--- config.mk ---
export PLATFORM = sky130hd
export DESIGN_NAME = stopwatch_sequencer
export DESIGN_NICKNAME = d
export VERILOG_FILES = /design/src/rtl/stopwatch_pkg.sv /design/src/rtl/stopwatch_key_debounce.sv /design/src/rtl/stopwatch_sequencer.sv
export SDC_FILE = /design/constraint.sdc
export NUM_CORES = 1
export LEC_CHECK = 0
export BUFFER_PORTS_ARGS = -buffer_cell sky130_fd_sc_hd__clkbuf_2
export CORE_MARGIN = 10
export CORE_UTILIZATION = 46
export CTS_CLUSTER_SIZE = 16
export DETAILED_ROUTE_END_ITERATION = 8
export MAX_ROUTING_LAYER = met4
export PLACE_DENSITY = 0.65
export SLEW_MARGIN = 20
export SYNTH_ARGS = -nofsm -noshare
export SYNTH_HDL_FRONTEND = slang
export SYNTH_SLANG_ARGS = --single-unit
export TNS_END_PERCENT = 1
--- constraint.sdc ---
create_clock -name clk -period 2.92 [get_ports clk]
set_input_delay 0.292 -clock clk [delete_from_list [all_inputs] [get_ports clk]]
set_output_delay 0.292 -clock clk [all_outputs]
set_load 0.03 [all_outputs]
--- src/rtl/stopwatch_pkg.sv ---
// rtl/stopwatch_pkg.sv - shared stopwatch state encodings and timing derivation helpers
package stopwatch_pkg;

  typedef enum logic [1:0] {
    IDLE  = 2'b00,
    RUN   = 2'b01,
    PAUSE = 2'b10,
    STOP  = 2'b11
  } sw_state_e;

  function automatic int calc_db_cyc(input int clk_hz, input int debounce_ms);
    return clk_hz / 1000 * debounce_ms;
  endfunction

  function automatic int calc_tick_div(input int clk_hz, input int tick_hz);
    return clk_hz / tick_hz;
  endfunction

  // Counter width able to hold 0..n-1, never narrower than one bit.
  function automatic int cnt_width(input int n);
    return (n > 1) ? $clog2(n) : 1;
  endfunction

endpackage

--- src/rtl/stopwatch_key_debounce.sv ---
// rtl/stopwatch_key_debounce.sv - key synchroniser, debounce counter and press pulse
module key_debounce
  import stopwatch_pkg::*;
#(
  parameter int DB_CYC = 4
) (
  input  logic clk,
  input  logic rst,
  input  logic key,
  output logic press
);

  localparam int CW = cnt_width(DB_CYC);

  logic [1:0]    sync;
  logic          level;
  logic [CW-1:0] cnt;

  // The level flips only after DB_CYC consecutive synchronised samples differ from it.
  always_ff @(posedge clk or posedge rst) begin
    if (rst) begin
      sync  <= 2'b00;
      level <= 1'b0;
      cnt   <= '0;
      press <= 1'b0;
    end else begin
      sync  <= {sync[0], key};
      press <= 1'b0;
      if (sync[1] == level) begin
        cnt <= '0;
      end else if (cnt == CW'(DB_CYC - 1)) begin
        level <= sync[1];
        cnt   <= '0;
        press <= sync[1];
      end else begin
        cnt <= cnt + CW'(1);
      end
    end
  end

endmodule

--- src/rtl/stopwatch_sequencer.sv ---
// rtl/stopwatch_sequencer.sv - stopwatch key conditioning, start/stop FSM and tick prescaler
// Optional lap/display-hold feature is built when STOPWATCH_LAP_EN is defined.
module stopwatch_sequencer
  import stopwatch_pkg::*;
#(
  parameter int CLK_HZ      = 50_000_000,
  parameter int DEBOUNCE_MS = 20,
  parameter int TICK_HZ     = 100
) (
  input  logic       clk,
  input  logic       rst,
  input  logic       key_start,
  input  logic       key_pause,
  input  logic       key_load,
`ifdef STOPWATCH_LAP_EN
  input  logic       key_lap,
`endif
  output logic       cnt_clr,
  output logic       cnt_tick,
  output logic       cnt_load,
  output logic       running,
  output logic [1:0] state,
  output logic       disp_hold
);

  localparam int DB_CYC   = calc_db_cyc(CLK_HZ, DEBOUNCE_MS);
  localparam int TICK_DIV = calc_tick_div(CLK_HZ, TICK_HZ);
  localparam int PW       = cnt_width(TICK_DIV);

  logic ev_start, ev_pause, ev_load;

  key_debounce #(.DB_CYC(DB_CYC)) u_start (.clk(clk), .rst(rst), .key(key_start), .press(ev_start));
  key_debounce #(.DB_CYC(DB_CYC)) u_pause (.clk(clk), .rst(rst), .key(key_pause), .press(ev_pause));
  key_debounce #(.DB_CYC(DB_CYC)) u_load  (.clk(clk), .rst(rst), .key(key_load),  .press(ev_load));

  sw_state_e     cur, nxt;
  logic [PW-1:0] presc, presc_nxt;
  logic          clr_nxt, load_nxt, tick_nxt;

  always_ff @(posedge clk or posedge rst) begin
    if (rst) begin
      cur      <= IDLE;
      presc    <= '0;
      cnt_clr  <= 1'b0;
      cnt_load <= 1'b0;
      cnt_tick <= 1'b0;
    end else begin
      cur      <= nxt;
      presc    <= presc_nxt;
      cnt_clr  <= clr_nxt;
      cnt_load <= load_nxt;
      cnt_tick <= tick_nxt;
    end
  end

  always_comb begin
    nxt       = cur;
    clr_nxt   = 1'b0;
    load_nxt  = 1'b0;
    presc_nxt = '0;
    tick_nxt  = 1'b0;

    // Only the highest-priority event present in a cycle is considered.
    if (ev_start) begin
      case (cur)
        IDLE:        nxt = RUN;
        RUN, PAUSE:  nxt = STOP;
        default: begin
          nxt     = IDLE;
          clr_nxt = 1'b1;
        end
      endcase
    end else if (ev_pause) begin
      if (cur == RUN)        nxt = PAUSE;
      else if (cur == PAUSE) nxt = RUN;
    end else if (ev_load) begin
      load_nxt = (cur == IDLE);
    end

    // A wrap on the edge that leaves RUN is not reported, so ticks stay inside RUN.
    case (cur)
      RUN: begin
        if (nxt != STOP) begin
          if (presc == PW'(TICK_DIV - 1)) begin
            tick_nxt = (nxt == RUN);
          end else begin
            presc_nxt = presc + PW'(1);
          end
        end
      end
      PAUSE: begin
        if (nxt != STOP) presc_nxt = presc;
      end
      default: presc_nxt = '0;
    endcase
  end

  assign state   = cur;
  assign running = (cur == RUN);

`ifdef STOPWATCH_LAP_EN
  logic ev_lap, lap_act, hold_q;

  key_debounce #(.DB_CYC(DB_CYC)) u_lap (.clk(clk), .rst(rst), .key(key_lap), .press(ev_lap));

  assign lap_act = ev_lap && !(ev_start || ev_pause || ev_load) && (cur == RUN || cur == PAUSE);

  always_ff @(posedge clk or posedge rst) begin
    if (rst)                hold_q <= 1'b0;
    else if (nxt == IDLE)   hold_q <= 1'b0;
    else if (lap_act)       hold_q <= ~hold_q;
  end

  assign disp_hold = hold_q;
`else
  assign disp_hold = 1'b0;
`endif

endmodule

==> results.cfg <==
[outcome]
status = completed

[sta]
holdWs_ns = 0.0238
fin_tns_setup_ns = 0
hold_violations = 0
finalCritPeriodShare = 0.774
tightest_slew_ns = 0.731
rsz0062_at_grt = no
relSlewSlack = 0.509
setup_violations = 0
max_freq_mhz = 442
layout_min_cycle_time_ns = 2.26
skew_ns = 0.00864
finalMaxSlewViolations = 0

[clocking]
cts_resized = 0
post_cts.repair.setup_buffers = 0
htreeDepth = 3
cts_buffer_depth = 2
cts_tree = yes
clk_pin_slew_ns = 0.10
cts_root_buf = clkbuf_8
clock-sinks = 96
hold_buffers = 0
cts_buffers = 9
insertion_delay_ns = 0.37

[route]
final_antenna_net_count = 0
first_iter_violations = 205
viasPerCell = 5.27
dr.pass1.iters = 4
wire_per_inst_um = 13.5
routed_wl_um = 8420
drc_errors = 0
num_vias = 3279

[floorplanning]
ioPinCount = 12
initial_utilization = 0.473
dieArea_um2 = 14500
row_count = 36
core_um2 = 9770
chipHeight_um = 120
fp.dieW_um = 120

[synth]
synth_top_area_cell = dfrtp_1
yosys_warnings = 0
synthTopCellsByArea = dfrtp_1 (52%), xor2_1 (7.0%), nor2_1 (6.7%), nand3_1 (5.0%), xnor2_1 (4.4%)
ys_top_cells_by_count = dfrtp_1 (96), nor2_1 (83), nand3_1 (46)
synth_top_area_frac = 0.520
ys_ff_latch = 96
syn_nets = 483
ys_seq_area_frac = 0.520
avgSynthCellArea_um2 = 9.83
synth_area_um2 = 4620
synth_ff_type = dfrtp_1
synth.distinct_cells = 48
synthCells = 470
synth_most_common_cell = dfrtp_1
synthArstFlopShare = 1.00
synth-edff-count = 0

[final_layout]
final_nets = 497
syn_to_final_growth_pct = 9.43
utilization = 0.517
num_antenna_cells = 0
stdcell_area_um2 = 5050
final.fill_count = 899
final_layout_size_suffix_gt1_frac = 0.0777

[setup_path]
end_kind = flip-flop
cp.required_ns = 3.23
startpoint_type = flip-flop
critPathKind = flip-flop to flip-flop
rr_startpoint = state[0]
reg2reg_to = presc[11]
r2r_cells = 8
reg2reg_slack_ns = 0.66
cp_max_fo = 9
arrival_ns = 2.57

[min_path]
hold_end = u_load.sync[0]
holdCritStartpoint = key_load
min_path_type = input port to flip-flop
hold_path_depth = 1

[power]
leakage_nw = 2.23
peakVddDrop_uv = 248
power_density_nw_per_um2 = 476
report.power.total_mw = 2.40

[run]
maxCapViolCount = 0

[global_route]
grt_overflow = 0
grt_use_total = 0.127
grt_pass1_vias = 3185
antenna_found_initial = 0
grt_pass1_wl_um = 14900
grt_max_degree = 58

[placed_design]
routabilityCongestion = 0.907
postPlaceCellArea_um2 = 4830
port_buffers = 10
post-dp-hpwl_um = 5850
area by class of cell:
| cell class | count | area (um2) | share of cell area |
|---|---|---|---|
| clock buffer | 10 | 138 | 0.0272 |
| tap | 133 | 166 | 0.0329 |
| sequential | 96 | 2400 | 0.475 |
| multi-input combinational | 355 | 2140 | 0.424 |
| clock inverter | 6 | 90.1 | 0.0178 |
| timing repair buffer | 12 | 77.6 | 0.0153 |
| inverter | 10 | 40.0 | 0.00792 |
kinds of logic (layout without fill, tap and decap cells):
family	Yosys count	in the layout	synth area share
AOI/OAI and AO/OA	24	24	0.0385
xor gates and xnor gates	60	60	0.114
adders and majority gates	8	8	0.0217
buffers and inverters	19	38	0.0165
DFF	96	96	0.520
muxes	4	4	0.00948
other	1	1	0.000812
and+or+nand+nor	258	258	0.279
sequential cells by signal (all words and copies together), names as in the netlist:
register	flops
u_pause.press	1
u_load.press	1
u_pause.sync	2
cnt_clr	1
u_load.sync	2
u_pause.level	1
u_pause.cnt	20
cnt_load	1
presc	19
u_load.level	1
state	2
u_start.sync	2
u_start.level	1
u_start.cnt	20
u_load.cnt	20
cnt_tick	1
u_start.press	1
worst max path at each step:
stage,from,to,slack [ns],cells after the start
after detailed placement,state[0],presc[11],0.67,8
after global placement,state[0],presc[11],0.78,8
after floorplan,rst,cnt_clr,0.12,1
final,state[0],presc[11],0.66,8
after CTS,state[0],presc[11],0.64,8
after global routing,state[1],presc[11],0.54,8
metrics by stage:
stage | cells | worst slack (ns)
after floorplan | 470 | 0.123
after global placement | 606 | 0.783
after detailed placement | 606 | 0.667
after CTS | 622 | 0.637
after global routing | 622 | 0.538
final | 622 | 0.659
cell usage in the layout (no fill, tap or decap), types with 3 or more instances in the layout:
master | Yosys | routed
nand2_1 | 42 | 42
nor2_1 | 83 | 83
nand3_1 | 46 | 46
clkbuf_8 | 0 | 10
or3_1 | 4 | 4
ha_1 | 8 | 8
and4_1 | 7 | 7
mux2_2 | 3 | 3
xnor2_1 | 23 | 23
xor2_1 | 37 | 37
dfrtp_1 | 96 | 96
inv_1 | 10 | 9
nor3_1 | 10 | 10
nor4b_1 | 3 | 3
nor3b_1 | 3 | 3
nand3b_1 | 3 | 3
and3_1 | 16 | 16
a21o_1 | 3 | 3
nand4_1 | 16 | 16
nor4_1 | 9 | 9
clkbuf_2 | 0 | 10
o21ai_0 | 7 | 7
layer usage:
metal | part of all wire | wire (um) | vias up | global-route usage
met1 | 0.48 | 4060 | 1580 | 0.162
met4 | 0.010 | 87 | 0 | 0.0362
li1 | - | - | 1649 | -
met5 | 0 | 0 | - | -
met3 | 0.037 | 311 | 11 | 0.0326
met2 | 0.47 | 3960 | 39 | 0.195
where the power goes:
part           switching (mW)  internal [mW]
registers              0.0124           1.34
clock network           0.476          0.509
logic                  0.0483         0.0171
worst max-delay path, stage by stage, from the launching register on:
cell and delay [ns]:
dfrtp_1 0.45, inv_1 0.11, ha_1 0.33, nand3b_1 0.18, nand4b_1 0.12, buf_4 0.18
o21bai_2 0.22, or4_1 0.52, nand3_1 0.09
Note: power is estimated with default switching activity, not from simulation.
